$ cat src/rtl/des_pkg.sv
// Shared DES definitions: round-key geometry, sequencer state encoding and the
// per-round left-rotation amounts used by the key-schedule stage.
package des_pkg;

    localparam int unsigned RK_W        = 48;
    localparam int unsigned NUM_ROUNDS  = 16;
    localparam int unsigned ROUND_IDX_W = 4;
    localparam int unsigned BANK_W      = RK_W * NUM_ROUNDS;

    localparam logic [ROUND_IDX_W-1:0] LAST_ROUND = ROUND_IDX_W'(NUM_ROUNDS - 1);

    typedef logic [RK_W-1:0] rk_t;

    typedef enum logic {
        IDLE   = 1'b0,
        STREAM = 1'b1
    } seq_state_e;

    // Two bits per round, round 1 in [1:0]: 1,1,2,2,2,2,2,2,1,2,2,2,2,2,2,1.
    localparam logic [2*NUM_ROUNDS-1:0] KEY_SHIFTS = 32'h6AA9_AAA5;

    // Rotation amount applied to C/D halves before round idx (0-based).
    function automatic logic [1:0] key_shift(input logic [ROUND_IDX_W-1:0] idx);
        return KEY_SHIFTS[2*int'(idx) +: 2];
    endfunction

endpackage

$ cat src/rtl/des_subkey_bank.sv
// Sixteen-entry round-key register bank.
// Ports:
//   clk, rst  - clock, synchronous active-high reset (clears all entries)
//   load_i    - capture all sixteen keys from keys_i
//   keys_i    - packed keys, k1 at [47:0] ... k16 at [767:720]
//   rd_idx_i  - entry selected onto rd_data_o (0 = k1)
//   rd_data_o - selected entry, read straight from the registers
module des_subkey_bank
    import des_pkg::*;
(
    input  logic                   clk,
    input  logic                   rst,
    input  logic                   load_i,
    input  logic [BANK_W-1:0]      keys_i,
    input  logic [ROUND_IDX_W-1:0] rd_idx_i,
    output logic [RK_W-1:0]        rd_data_o
);

    rk_t bank_q [NUM_ROUNDS];

    // Whole-bank capture; the read side never sees keys_i directly.
    always_ff @(posedge clk) begin
        if (rst) begin
            for (int unsigned i = 0; i < NUM_ROUNDS; i++) begin
                bank_q[i] <= '0;
            end
        end else if (load_i) begin
            for (int unsigned i = 0; i < NUM_ROUNDS; i++) begin
                bank_q[i] <= keys_i[i*RK_W +: RK_W];
            end
        end
    end

    assign rd_data_o = bank_q[rd_idx_i];

endmodule

$ cat src/rtl/des_round_key_sequencer.sv
// Captures the sixteen DES round keys on a start request and streams them one
// per accepted beat (valid/ready) to an iterative round engine, k1..k16 for
// encrypt or k16..k1 for decrypt.
// Ports:
//   clk, rst     - clock, synchronous active-high reset
//   start        - capture subkeys_in and begin streaming (taken when start_ready)
//   decrypt      - stream order, sampled with an accepted start
//   subkeys_in   - k1 at [47:0] ... k16 at [767:720]
//   start_ready  - sequencer idle and able to accept start
//   abort        - cancel streaming, return to idle without a done pulse
//   rk_valid     - rk_data/rk_round/rk_last hold a beat
//   rk_ready     - round engine accepts the current beat
//   rk_data      - current round key
//   rk_round     - stream position of rk_data, 0..15
//   rk_last      - final beat of the stream
//   done         - one-cycle pulse after the final beat transfers
module des_round_key_sequencer
    import des_pkg::*;
(
    input  logic                   clk,
    input  logic                   rst,
    input  logic                   start,
    input  logic                   decrypt,
    input  logic [BANK_W-1:0]      subkeys_in,
    output logic                   start_ready,
    input  logic                   abort,
    output logic                   rk_valid,
    input  logic                   rk_ready,
    output logic [RK_W-1:0]        rk_data,
    output logic [ROUND_IDX_W-1:0] rk_round,
    output logic                   rk_last,
    output logic                   done
);

    seq_state_e             state_q;
    logic [ROUND_IDX_W-1:0] cnt_q;
    logic                   dec_q;
    logic                   done_q;

    logic                   accept;
    logic [ROUND_IDX_W-1:0] rd_idx_d;
    logic [RK_W-1:0]        bank_rd;

    // start_ready must drop while rst is held, even before the first edge.
    assign start_ready = (state_q == IDLE) && !rst;
    assign accept      = start && start_ready && !abort;

    // Decrypt walks the bank backwards; 4-bit subtraction never borrows.
    assign rd_idx_d = dec_q ? ROUND_IDX_W'(LAST_ROUND - cnt_q) : cnt_q;

    des_subkey_bank u_bank (
        .clk       (clk),
        .rst       (rst),
        .load_i    (accept),
        .keys_i    (subkeys_in),
        .rd_idx_i  (rd_idx_d),
        .rd_data_o (bank_rd)
    );

    // Sequencer FSM: abort outranks both a new start and the final transfer.
    always_ff @(posedge clk) begin
        if (rst) begin
            state_q <= IDLE;
            cnt_q   <= '0;
            dec_q   <= 1'b0;
            done_q  <= 1'b0;
        end else begin
            done_q <= 1'b0;
            if (abort) begin
                state_q <= IDLE;
                cnt_q   <= '0;
            end else begin
                unique case (state_q)
                    IDLE: begin
                        if (start) begin
                            state_q <= STREAM;
                            cnt_q   <= '0;
                            dec_q   <= decrypt;
                        end
                    end
                    STREAM: begin
                        if (rk_ready) begin
                            if (cnt_q == LAST_ROUND) begin
                                state_q <= IDLE;
                                cnt_q   <= '0;
                                done_q  <= 1'b1;
                            end else begin
                                cnt_q <= cnt_q + ROUND_IDX_W'(1);
                            end
                        end
                    end
                endcase
            end
        end
    end

    assign rk_valid = (state_q == STREAM);
    assign rk_data  = rk_valid ? bank_rd : '0;
    assign rk_round = cnt_q;
    assign rk_last  = rk_valid && (cnt_q == LAST_ROUND);
    assign done     = done_q;

endmodule
$ cat config.mk
export PLATFORM = sky130hd
export DESIGN_NAME = des_round_key_sequencer
export DESIGN_NICKNAME = d
export VERILOG_FILES = /design/src/rtl/des_pkg.sv /design/src/rtl/des_subkey_bank.sv /design/src/rtl/des_round_key_sequencer.sv
export SDC_FILE = /design/constraint.sdc
export NUM_CORES = 1
export LEC_CHECK = 0
export ABC_CLOCK_PERIOD_IN_PS = 86300
export CAP_MARGIN = 20
export CELL_PAD_IN_SITES_DETAIL_PLACEMENT = 2
export CELL_PAD_IN_SITES_GLOBAL_PLACEMENT = 2
export CORE_UTILIZATION = 38
export CTS_BUF_LIST = sky130_fd_sc_hd__clkbuf_16
export CTS_CLUSTER_SIZE = 24
export DETAILED_ROUTE_END_ITERATION = 16
export GPL_ROUTABILITY_DRIVEN = 0
export PLACE_DENSITY_LB_ADDON = 0.1
export SYNTH_ARGS = -nofsm -noshare
export SYNTH_HDL_FRONTEND = slang
export SYNTH_SLANG_ARGS = --single-unit
$ cat constraint.sdc
create_clock -name clk -period 86.3 [get_ports clk]
set_input_delay 21.575 -clock clk [delete_from_list [all_inputs] [get_ports clk]]
set_output_delay 21.575 -clock clk [all_outputs]
set_load 0.01 [all_outputs]
-- Yosys cells after proc, flatten, opt, wreduce, memory -nomap -nowiden
Memory sizes are Yosys's and may differ from the RTL's.
Cells that the tools add are included.
- $add $sub $neg: 2
- muxes and demuxes: 32
- reduce and logical (&&, ||, !) cells: 10
- bitwise logic cells: 19
- equality and inequality tests: 3
- operators with widths (cell ; count):
    $mux 48 ; 17
    $mux 4 ; 4
    $or 1x1->1 ; 16
    $mux 1 ; 9
    $pmux 4 s2 ; 1
    $add 4x1->4 const B ; 1
    $eq 4x4->1 const B ; 1
    $logic_and 1x1->1 ; 4
    $ne 2x2->1 const B ; 2
    $reduce_or 4->1 ; 1
    $sub 4x4->4 const A ; 1
    $not 1->1 ; 3
    $reduce_and 3->1 ; 1
    $logic_not 1->1 ; 2
    $pmux 1 s2 ; 1
    $reduce_and 2->1 ; 1
    $reduce_or 2->1 ; 1
- output and inout bits: 56
- memory bits (writable): 768
- register bits after elaboration: 7
- input port bits: 774
- memories: 1
- logic and storage cells: 71
- memories (name ; depth ; width ; read ports ; clocked after Yosys merged registers in ; write ports ; line ; RTL):
    u_bank.bank_q ; 16 ; 48 ; 1 ; 0 ; 16 ; des_subkey_bank.sv:19 ; rk_t bank_q [NUM_ROUNDS];

-- Longest topological paths before layout
Gate-level depths: netlist (run 1).
- depth in word-level cells: 8
- depth in mapped cells: 8
- depth with buffers taken out: 5

-- By module
From an unflattened synthesis (run 1), not the netlist that was laid out.
- cells, all modules: 2122
- area, all modules: 34450.5 um^2
- by module, submodules not included (module ; times used ; area each (um^2) ; cells each ; seq. area each (um^2)):
    des_subkey_bank ; 1 ; 33761.1 ; 2026 ; 23062.1
    des_round_key_sequencer ; 1 ; 689.4 ; 96 ; 140.1

-- Worst setup path before layout (run 1)
No wires, ideal clock.
- kind: input-to-reg
- start: in start
- end: reg dec_q
- data required time: 84.789 ns
- buffers on the path: 0
- setup time: 1.511 ns
- arrival: 57.354 ns
- setup slack: 27.435 ns
- stages: 3
- cells stage by stage: nand2b_1 > o21bai_1 > o21ai_0
- longest elaborated chain between the ends: 1
- ends and longest elaborated chain (what ; line ; RTL):
    start, declared ; des_round_key_sequencer.sv:22 ; input logic start,
    $reduce_and 3->1 (no line) ; - ;
    end signal, assigned ; des_round_key_sequencer.sv:78 ; dec_q <= decrypt;
    end, declared ; des_round_key_sequencer.sv:37 ; logic dec_q;
No other way between the ends.
A chain may end at the register's enable or synchronous reset.

-- Worst setup path after layout (run 1)
- start: in rst
- end: out start_ready
- longest elaborated chain between the ends: 2
- ends and longest elaborated chain (what ; line ; RTL):
    start, declared ; des_round_key_sequencer.sv:21 ; input logic rst,
    $logic_not 1->1 ; des_round_key_sequencer.sv:45 ; assign start_ready = (state_q == IDLE) && !rst;
    $logic_and 1x1->1 ; des_round_key_sequencer.sv:45 ;
    end, declared ; des_round_key_sequencer.sv:25 ; output logic start_ready,
No other way between the ends.

==> results.json, run 1 <==
{
  "status": "finished clean",
  "dp_slack_ns": 42.12,
  "syn-instance-count": 3247,
  "grt_pass1_wl_mm": 233.7,
  "wl_per_cell_um": 30.37,
  "drv_slew": 0,
  "drt-initial-drc-count": 2321,
  "die_w_um": 331.7,
  "grt-ovfl-total": 0,
  "synth_flop_cell": "edfxtp_1",
  "r2r_slack_ns": 82.18,
  "portBuffers": 829,
  "min_from": "rk_round[3]",
  "grt_max_degree": 280,
  "crit_path_start_kind": "input pin",
  "skew_ns": 0.02431,
  "drtPass1Iterations": 5,
  "post_cts_buffers": 0,
  "chipHeight_um": 331.7,
  "ys_ff_latch": 775,
  "end_kind": "output port",
  "irDropWorstVdd_mv": 0.01300,
  "worstPathArrival_ns": 22.57,
  "numCtsBuffers": 92,
  "layout.cells.non_filler": 5444,
  "finalHoldViolations": 0,
  "detailed_place_hpwl_mm": 112.7,
  "grt_setup_unrepaired": "false",
  "ys_seq_area_share_pct": 56.17,
  "synth_area_mm2": 0.04130,
  "required_ns": 64.73,
  "syn_nets": 4022,
  "p_leak_uw": 0.01765,
  "clock_sinks": 775,
  "grt_use_total_pct": 29.05,
  "ys_types": 40,
  "clk_pin_slew_ns": 0.05,
  "ctsResizeCount": 0,
  "ctsHoldBuffers": 0,
  "setup_ws_ns": 42.15,
  "yosys_warnings": 0,
  "num_rows": 120,
  "dieArea_mm2": 0.1100,
  "via_count": 31650,
  "min_period_over_period_pct": 51.16,
  "tightest_slew_ns": 1.457,
  "syn_avg_cell_area_um2": 12.72,
  "ios": 830,
  "synthArstFlopShare_pct": 0,
  "dp.cells": 5228,
  "tritoncts": "built",
  "core_area_mm2": 0.1074,
  "cts_root_buffer": "clkbuf_16",
  "cp_max_fo": 70,
  "htreeDepth": 3,
  "syn_to_final_growth_pct": 28.77,
  "power_density_mw_per_mm2": 17.42,
  "drive_gt1_share_pct": 9.576,
  "synth_enable_flop_cells": 768,
  "maxCapViolations": 0,
  "antenna_left": 0,
  "drt_wl_total_mm": 165.3,
  "post-route-util_pct": 49.54,
  "drc": 0,
  "start_util_pct": 38.48,
  "insertion_delay_ns": 0.67,
  "crit_type": "in2out",
  "fmax_ghz": 0.02265,
  "clockBufferDepth": 3,
  "antenna_found_initial": 72,
  "startpoint": "rst",
  "via_per_inst": 5.813,
  "final_net_count": 4694,
  "grt_pass1_vias": 34130,
  "fin_setup_tns_ns": 0,
  "holdCritPathClass": "reg2reg",
  "setup_violations": 0,
  "r2r_start": "rk_valid",
  "slew_headroom_pct": 2.849,
  "fin_crit_ns": 44.15
}
## power breakdown
| part | internal [uW] | switching [uW] | leakage [uW] |
|---|---|---|---|
| clock | 200 | 159 | 0.00144 |
| combinational | 57.8 | 51.8 | 0.00805 |
| sequential | 444 | 13.9 | 0.00816 |
## through the flow
stage	power [uW]	hold WS, ns	area [um^2]
CTS	934.2	0.5947	53060
floorplan	539.3	0.5448	41300
global placement	567.4	0.5717	50350
finish	926.3	0.5909	53190
detailed placement	573.8	0.5821	50350
global route	954.6	0.6344	53160
## synthesized netlist by cell type, types with 2 or more instances
master	count	area share (%)
edfxtp_1	768	56
buf_1	8	0.073
o21ai_0	195	2.4
nor3b_1	3	0.055
nor3_1	4	0.048
nor2b_1	289	4.4
a221o_1	96	2.3
inv_1	2	0.018
mux2i_1	384	9.3
buf_4	36	0.65
o22ai_1	192	2.9
buf_2	76	0.92
a22oi_1	193	3.5
mux2_1	5	0.14
a21oi_1	3	0.036
mux2_2	187	5.1
a41oi_1	48	1.0
and3b_1	3	0.064
nand3_1	2	0.024
nand2_1	4	0.036
nand2b_1	4	0.061
or2_1	3	0.045
a311oi_1	48	1.0
nor2_1	10	0.091
o21bai_1	2	0.036
buf_6	25	0.68
dfxtp_1	7	0.34
and2_1	481	7.3
clkbuf_1	158	1.4
## flip-flops by register name (all words and copies together) (netlist names)
register       cells
dec_q              1
u_bank.bank_q    768
done               1
rk_valid           1
rk_round           4
## per-layer routing
metal / GRT usage, % / up-vias / share of wire (%)
met3: 5.395 / 290 / 5.5
li1: - / 13900 / -
met1: 35.65 / 16390 / 41
met4: 15.50 / 28 / 4.7
met2: 48.49 / 1034 / 49
met5: 0 / - / 0.12
## worst max-delay path: stages
cell and delay, ns:
clkbuf_8 0.29, nor2_1 0.16, clkdlybuf4s50_1 0.54
## final cells by class
type / instances / area, um^2
antenna: 52 / 130.1
clock buffer: 95 / 2377
clock inverter: 69 / 324.1
fill: 10360 / 54170
inverter: 2 / 7.507
multi-input combinational: 2165 / 16630
sequential: 775 / 23210
tap: 1403 / 1755
timing repair buffer: 883 / 8757
## kinds of logic after synthesis
kind of cell / synth area share [%]
muxes: 14.54
and+or+nand+nor: 12.14
buffers and inverters: 3.814
xor gates and xnor gates: 0.02121
AOI/OAI and AO/OA: 13.29
DFF: 56.17
adders and majority gates: 0.03029
## path summary, 6_finish.rpt
check | depth (start not counted) | end
min reg2reg | 2 | rk_round[3]
max reg2reg | 5 | u_bank.bank_q[7][36]
max | 3 | start_ready
min | 2 | rk_round[3]
## placed cells by master, fill, tap and decap left out, types with 4 or more instances in the layout
cell type	instances
clkdlybuf4s50_1	828
inv_1	29
a22oi_1	193
nor2b_1	288
buf_12	4
a311oi_1	48
nand2_1	4
clkbuf_16	95
diode_2	52
mux2_2	187
mux2i_1	384
dfxtp_1	6
edfxtp_1	768
nor2_1	8
buf_4	50
clkinv_2	17
a41oi_1	48
a221o_1	96
o21ai_0	195
clkinv_1	19
and2_1	480
mux2_1	5
o22ai_1	192
No activity file was read; power rests on OpenSTA's default activity.
==> run 2, diff against run 1 <==
--- a/config.mk
+++ b/config.mk
@@ -5,11 +5,11 @@
 export SDC_FILE = /design/constraint.sdc
 export NUM_CORES = 1
 export LEC_CHECK = 0
-export ABC_CLOCK_PERIOD_IN_PS = 86300
+export ABC_CLOCK_PERIOD_IN_PS = 40000
 export CAP_MARGIN = 20
 export CELL_PAD_IN_SITES_DETAIL_PLACEMENT = 2
 export CELL_PAD_IN_SITES_GLOBAL_PLACEMENT = 2
-export CORE_UTILIZATION = 38
+export CORE_UTILIZATION = 32
 export CTS_BUF_LIST = sky130_fd_sc_hd__clkbuf_16
 export CTS_CLUSTER_SIZE = 24
 export DETAILED_ROUTE_END_ITERATION = 16
==> constraint.sdc (replaced) <==
create_clock -name clk -period 40 [get_ports clk]
set_input_delay 10 -clock clk [delete_from_list [all_inputs] [get_ports clk]]
set_output_delay 10 -clock clk [all_outputs]
set_load 0.01 [all_outputs]
==> run 2 against run 1 <==
Effect of this change: combinational power is 110% higher; critical path depth stayed put; clock skew is 0.012 ns lower; sequential cell count stayed put; critical endpoint unchanged; largest power group unchanged; highest routed layer unchanged.
==> results.json, run 2 (synthesis gave the netlist of run 1 again) <==
{
  "finalHoldViolations": 0,
  "ios": 830,
  "status": "finished clean",
  "htreeDepth": 3,
  "min_period_over_period_pct": 52.84,
  "syn_to_final_growth_pct": 30.44,
  "post_cts_buffers": 0,
  "chipHeight_um": 361.3,
  "power_uw": 2093,
  "ctsHoldBuffers": 0,
  "die_w_um": 361.3,
  "detailed_place_hpwl_mm": 113.2,
  "cp_max_fo": 114,
  "crit_type": "in2out",
  "via_count": 31240,
  "grt_max_degree": 304,
  "drv_slew": 0,
  "tritoncts": "built",
  "setup_violations": 0,
  "min_to": "rk_round[1]",
  "num_rows": 131,
  "crit_path_start_kind": "input pin",
  "grt-ovfl-total": 0,
  "grt_pass1_wl_mm": 234.5,
  "dieArea_mm2": 0.1305,
  "final_common_cell": "clkdlybuf4s50_1",
  "holdCritPathClass": "reg2reg",
  "fmax_ghz": 0.04731,
  "top_register": "u_bank.bank_q",
  "drt_wl_total_mm": 168.0,
  "grt_setup_unrepaired": "false",
  "ctsResizeCount": 0,
  "r2r_start": "rk_valid",
  "r2r_slack_ns": 35.03,
  "grt_pass1_vias": 32600,
  "portBuffers": 829,
  "skew_ns": 0.01199,
  "final_net_count": 4698,
  "min_from": "rk_round[1]",
  "drtPass1Iterations": 6,
  "numCtsBuffers": 98,
  "clockBufferDepth": 3,
  "clock_sinks": 775,
  "start_util_pct": 32.31,
  "core_area_mm2": 0.1278,
  "fin_setup_tns_ns": 0,
  "antenna_left": 0,
  "p_leak_uw": 0.01778,
  "insertion_delay_ns": 0.69,
  "reg2reg_to": "u_bank.bank_q[2][37]",
  "rr_worst_depth": 6,
  "most-common-layout-cells": "clkdlybuf4s50_1 (828), edfxtp_1 (768), and2_1 (480)",
  "maxCapViolations": 0,
  "drive_gt1_share_pct": 9.818,
  "worstPathArrival_ns": 11.14,
  "grt_use_total_pct": 24.80,
  "clk_pin_slew_ns": 0.06,
  "required_ns": 30.00,
  "end_kind": "output port",
  "drt-initial-drc-count": 2051,
  "wl_per_cell_um": 29.44,
  "fin_crit_ns": 21.14,
  "power_density_mw_per_mm2": 38.85,
  "slew_headroom_pct": 6.160,
  "largest_reg_flops": 768,
  "min_path_cells": 2,
  "irDropWorstVdd_mv": 0.02797,
  "post-route-util_pct": 42.14,
  "antenna_found_initial": 74,
  "drc": 0,
  "via_per_inst": 5.472,
  "cts_root_buffer": "clkbuf_16",
  "tightest_slew_ns": 1.408
}
-- run 2: cell count changes in the layout (fill, tap and decap cells not counted), sizes merged --
| cell | change |
|---|---|
| buf | -1 |
| bufinv | +8 |
| clkbuf | +4 |
| clkinv | +9 |
| clkinvlp | +2 |
| diode | -9 |
| inv | -8 |
-- run 2: layout make-up --
cell class / instances / area [um^2]
diodes: 43 / 107.6
clock buffers: 100 / 2502
clock inverters: 80 / 591.8
fillers: 12800 / 73970
inverters: 2 / 7.507
multi-input cells: 2165 / 16630
flip-flops and latches: 775 / 23210
well taps: 1662 / 2079
repair buffers: 881 / 8753
-- run 2: report_power, final --
| group | internal, uW | total [uW] | switching (uW) | leakage [uW] |
|---|---|---|---|---|
| sequential | 957 | 986 | 28.8 | 0.00816 |
| combinational | 124 | 234 | 110 | 0.00804 |
| clock | 507 | 873 | 366 | 0.00158 |
-- run 2: metal layers --
layer | GRT usage [%] | wire (um) | vias to the layer above
met5 | 0 | 126 | -
met4 | 8.807 | 5101 | 20
met3 | 4.806 | 9527 | 224
met2 | 39.88 | 79170 | 930
met1 | 33.17 | 74120 | 16160
li1 | - | - | 13900
-- run 2: critical path, stage by stage --
cell	delay, ns
buf_8	0.53
nor2_1	0.09
clkdlybuf4s50_1	0.50
-- run 2: through the flow --
stage	worst slack (ns)	cells	area, um^2	hold slack (ns)
6_report	18.86	5708	53880	0.6006
3_5_place_dp	18.83	5484	50670	0.5797
2_1_floorplan	9.251	3247	41310	0.5448
5_1_grt	18.77	5698	53850	0.6375
4_1_cts	18.82	5664	53760	0.5979
3_3_place_gp	18.81	5483	50660	0.5849
-- run 2: how the worst max path moves through the flow --
stage	start	endpoint	slack [ns]	depth (start not counted)
after floorplan	start	dec_q	9.25	3
after global placement	rst	start_ready	18.81	3
after detailed placement	rst	start_ready	18.83	3
after CTS	rst	start_ready	18.82	3
after global routing	rst	start_ready	18.77	3
final	rst	start_ready	18.86	3
==> run 3, diff against run 2 <==
--- a/config.mk
+++ b/config.mk
@@ -5,11 +5,11 @@
 export SDC_FILE = /design/constraint.sdc
 export NUM_CORES = 1
 export LEC_CHECK = 0
-export ABC_CLOCK_PERIOD_IN_PS = 40000
+export ABC_CLOCK_PERIOD_IN_PS = 20000
 export CAP_MARGIN = 20
 export CELL_PAD_IN_SITES_DETAIL_PLACEMENT = 2
 export CELL_PAD_IN_SITES_GLOBAL_PLACEMENT = 2
-export CORE_UTILIZATION = 32
+export CORE_UTILIZATION = 35
 export CTS_BUF_LIST = sky130_fd_sc_hd__clkbuf_16
 export CTS_CLUSTER_SIZE = 24
 export DETAILED_ROUTE_END_ITERATION = 16
==> constraint.sdc (replaced) <==
create_clock -name clk -period 20 [get_ports clk]
set_input_delay 5 -clock clk [delete_from_list [all_inputs] [get_ports clk]]
set_output_delay 5 -clock clk [all_outputs]
set_load 0.01 [all_outputs]
==> run 3 against run 2 <==
Effect of this change: sequential share of layout area rose by 0.23 points; count of clock-buffer cells in the layout fell by 2; cell count fell by 2.7%; die area fell by 8.5%; combinational power rose by 100%; worst hold slack got worse by 0.0079 ns; clock skew rose by 0.0028 ns; non-clock buffer count fell by 4; global-route usage rose by 2.5 points; register-to-register slack got worse by 20 ns; critical endpoint unchanged; largest power group unchanged.
==> results.json, run 3 (synthesis gave the netlist of run 1 again) <==
{
  "status": "finished clean",
  "min_from": "rk_round[3]",
  "tritoncts": "built",
  "min_period_over_period_pct": 56.36,
  "slew_headroom_pct": 19.52,
  "skew_ns": 0.01477,
  "clk_pin_slew_ns": 0.06,
  "most-common-layout-cells": "clkdlybuf4s50_1 (828), edfxtp_1 (768), and2_1 (480)",
  "antenna_found_initial": 75,
  "htreeDepth": 3,
  "drt_wl_total_mm": 167.3,
  "dieArea_mm2": 0.1194,
  "required_ns": 15.00,
  "grt_busiest_layer": "met2",
  "die_w_um": 345.5,
  "r2r_slack_ns": 15.50,
  "ios": 830,
  "placed_area_mm2": 0.05046,
  "grt_util_met2_pct": 45.00,
  "grt_use_total_pct": 27.28,
  "r2r_start": "rk_valid",
  "num_rows": 125,
  "worstPathArrival_ns": 6.27,
  "dp.cells": 5341,
  "drive_gt1_share_pct": 9.626,
  "maxCapViolations": 0,
  "fmax_ghz": 0.08871,
  "fin_crit_ns": 11.27,
  "finalHoldViolations": 0,
  "ctsHoldBuffers": 0,
  "grt_setup_unrepaired": "false",
  "fin_setup_tns_ns": 0,
  "cp_cell_sequence": "clkbuf_8 -> nor2_1 -> clkdlybuf4s50_1",
  "crit_path_start_kind": "input pin",
  "clock_sinks": 775,
  "final_net_count": 4690,
  "via_per_inst": 5.659,
  "antenna_left": 0,
  "clockBufferDepth": 3,
  "final_common_cell": "clkdlybuf4s50_1",
  "rr_worst_depth": 6,
  "fillers": 11490,
  "cp_max_fo": 107,
  "drc": 0,
  "cp_slowest_cell": "clkbuf_8",
  "min_path_cells": 2,
  "power_density_mw_per_mm2": 77.42,
  "holdCritPathClass": "reg2reg",
  "post_cts_buffers": 0,
  "syn_to_final_growth_pct": 29.75,
  "wl_per_cell_um": 30.11,
  "detailed_place_hpwl_mm": 112.4,
  "drtPass1Iterations": 6,
  "min_to": "rk_round[3]",
  "layout.cells.non_filler": 5555,
  "grt_pass1_vias": 33630,
  "grt-ovfl-total": 0,
  "ctsResizeCount": 0,
  "crit_type": "in2out",
  "met3_usage_pct": 5.664,
  "irDropWorstVdd_mv": 0.05381,
  "cts_root_buffer": "clkbuf_16",
  "grt_util_met1_pct": 34.84,
  "setup_violations": 0,
  "core_area_mm2": 0.1165,
  "tightest_slew_ns": 1.191,
  "via_count": 31440,
  "top_register": "u_bank.bank_q",
  "grt_max_degree": 238,
  "insertion_delay_ns": 0.67,
  "drv_slew": 0,
  "drt-initial-drc-count": 2234,
  "postLayoutCellArea_mm2": 0.05359,
  "chipHeight_um": 345.5,
  "end_kind": "output port",
  "max_stage_delay_ns": 0.52,
  "portBuffers": 829,
  "largest_reg_flops": 768,
  "grt_pass1_wl_mm": 236.8,
  "start_util_pct": 35.45,
  "p_leak_uw": 0.01775,
  "numCtsBuffers": 94,
  "reg2reg_to": "u_bank.bank_q[5][41]"
}
run 3: cell types whose count changed in the layout (fill, tap and decap cells not counted), moves of 2 or more:
| cell | delta |
|---|---|
| clkinvlp_4 | -3 |
| clkinv_1 | -9 |
| buf_4 | -4 |
| clkbuf_16 | -2 |
| inv_1 | +4 |
run 3: power breakdown:
group	switching (uW)	internal [uW]	total, uW
Combinational	220	249	469
Clock	712	994	1710
Sequential	59.7	1910	1970
Total	991	3160	4150
run 3: worst max path at each step:
stage               depth (start not counted)             endpoint   from
floorplan                                   2  u_bank.bank_q[0][0]  start
global placement                            3          start_ready    rst
detailed placement                          3          start_ready    rst
CTS                                         3          start_ready    rst
global route                                3          start_ready    rst
finish                                      3          start_ready    rst
run 3: critical path, delay by kind of cell:
kind,cells,cell delay [ns]
buffers and inverters,2,1.03
AND/OR/NAND/NOR,1,0.08
run 3: cell type report:
| cell class | instances | area (um^2) | area share (%) |
|---|---|---|---|
| clock buffers | 98 | 2452 | 4.576 |
| well taps | 1524 | 1907 | 3.558 |
| inverters | 2 | 7.507 | 0.01401 |
| clock inverters | 72 | 550.5 | 1.027 |
| diodes | 42 | 105.1 | 0.1961 |
| repair buffers | 877 | 8737 | 16.30 |
| flip-flops and latches | 775 | 23210 | 43.30 |
| multi-input cells | 2165 | 16630 | 31.03 |
run 3: per-layer routing:
metal  vias up  part of all wire [%]
met1     16230                    42
met5         -                  0.14
li1      13880                     -
met3       278                   5.8
met2      1014                    48
met4        36                   3.8
run 3: per-stage QoR:
stage,power (uW),worst slack (ns),hold WS (ns),utilization (%)
after floorplan,2232,2.925,0.5448,-
after global placement,2452,8.745,0.5527,43.30
after detailed placement,2474,8.757,0.5819,43.31
after CTS,4185,8.751,0.5845,45.88
after global routing,4277,8.608,0.5914,45.97
final,4149,8.728,0.5927,46.00
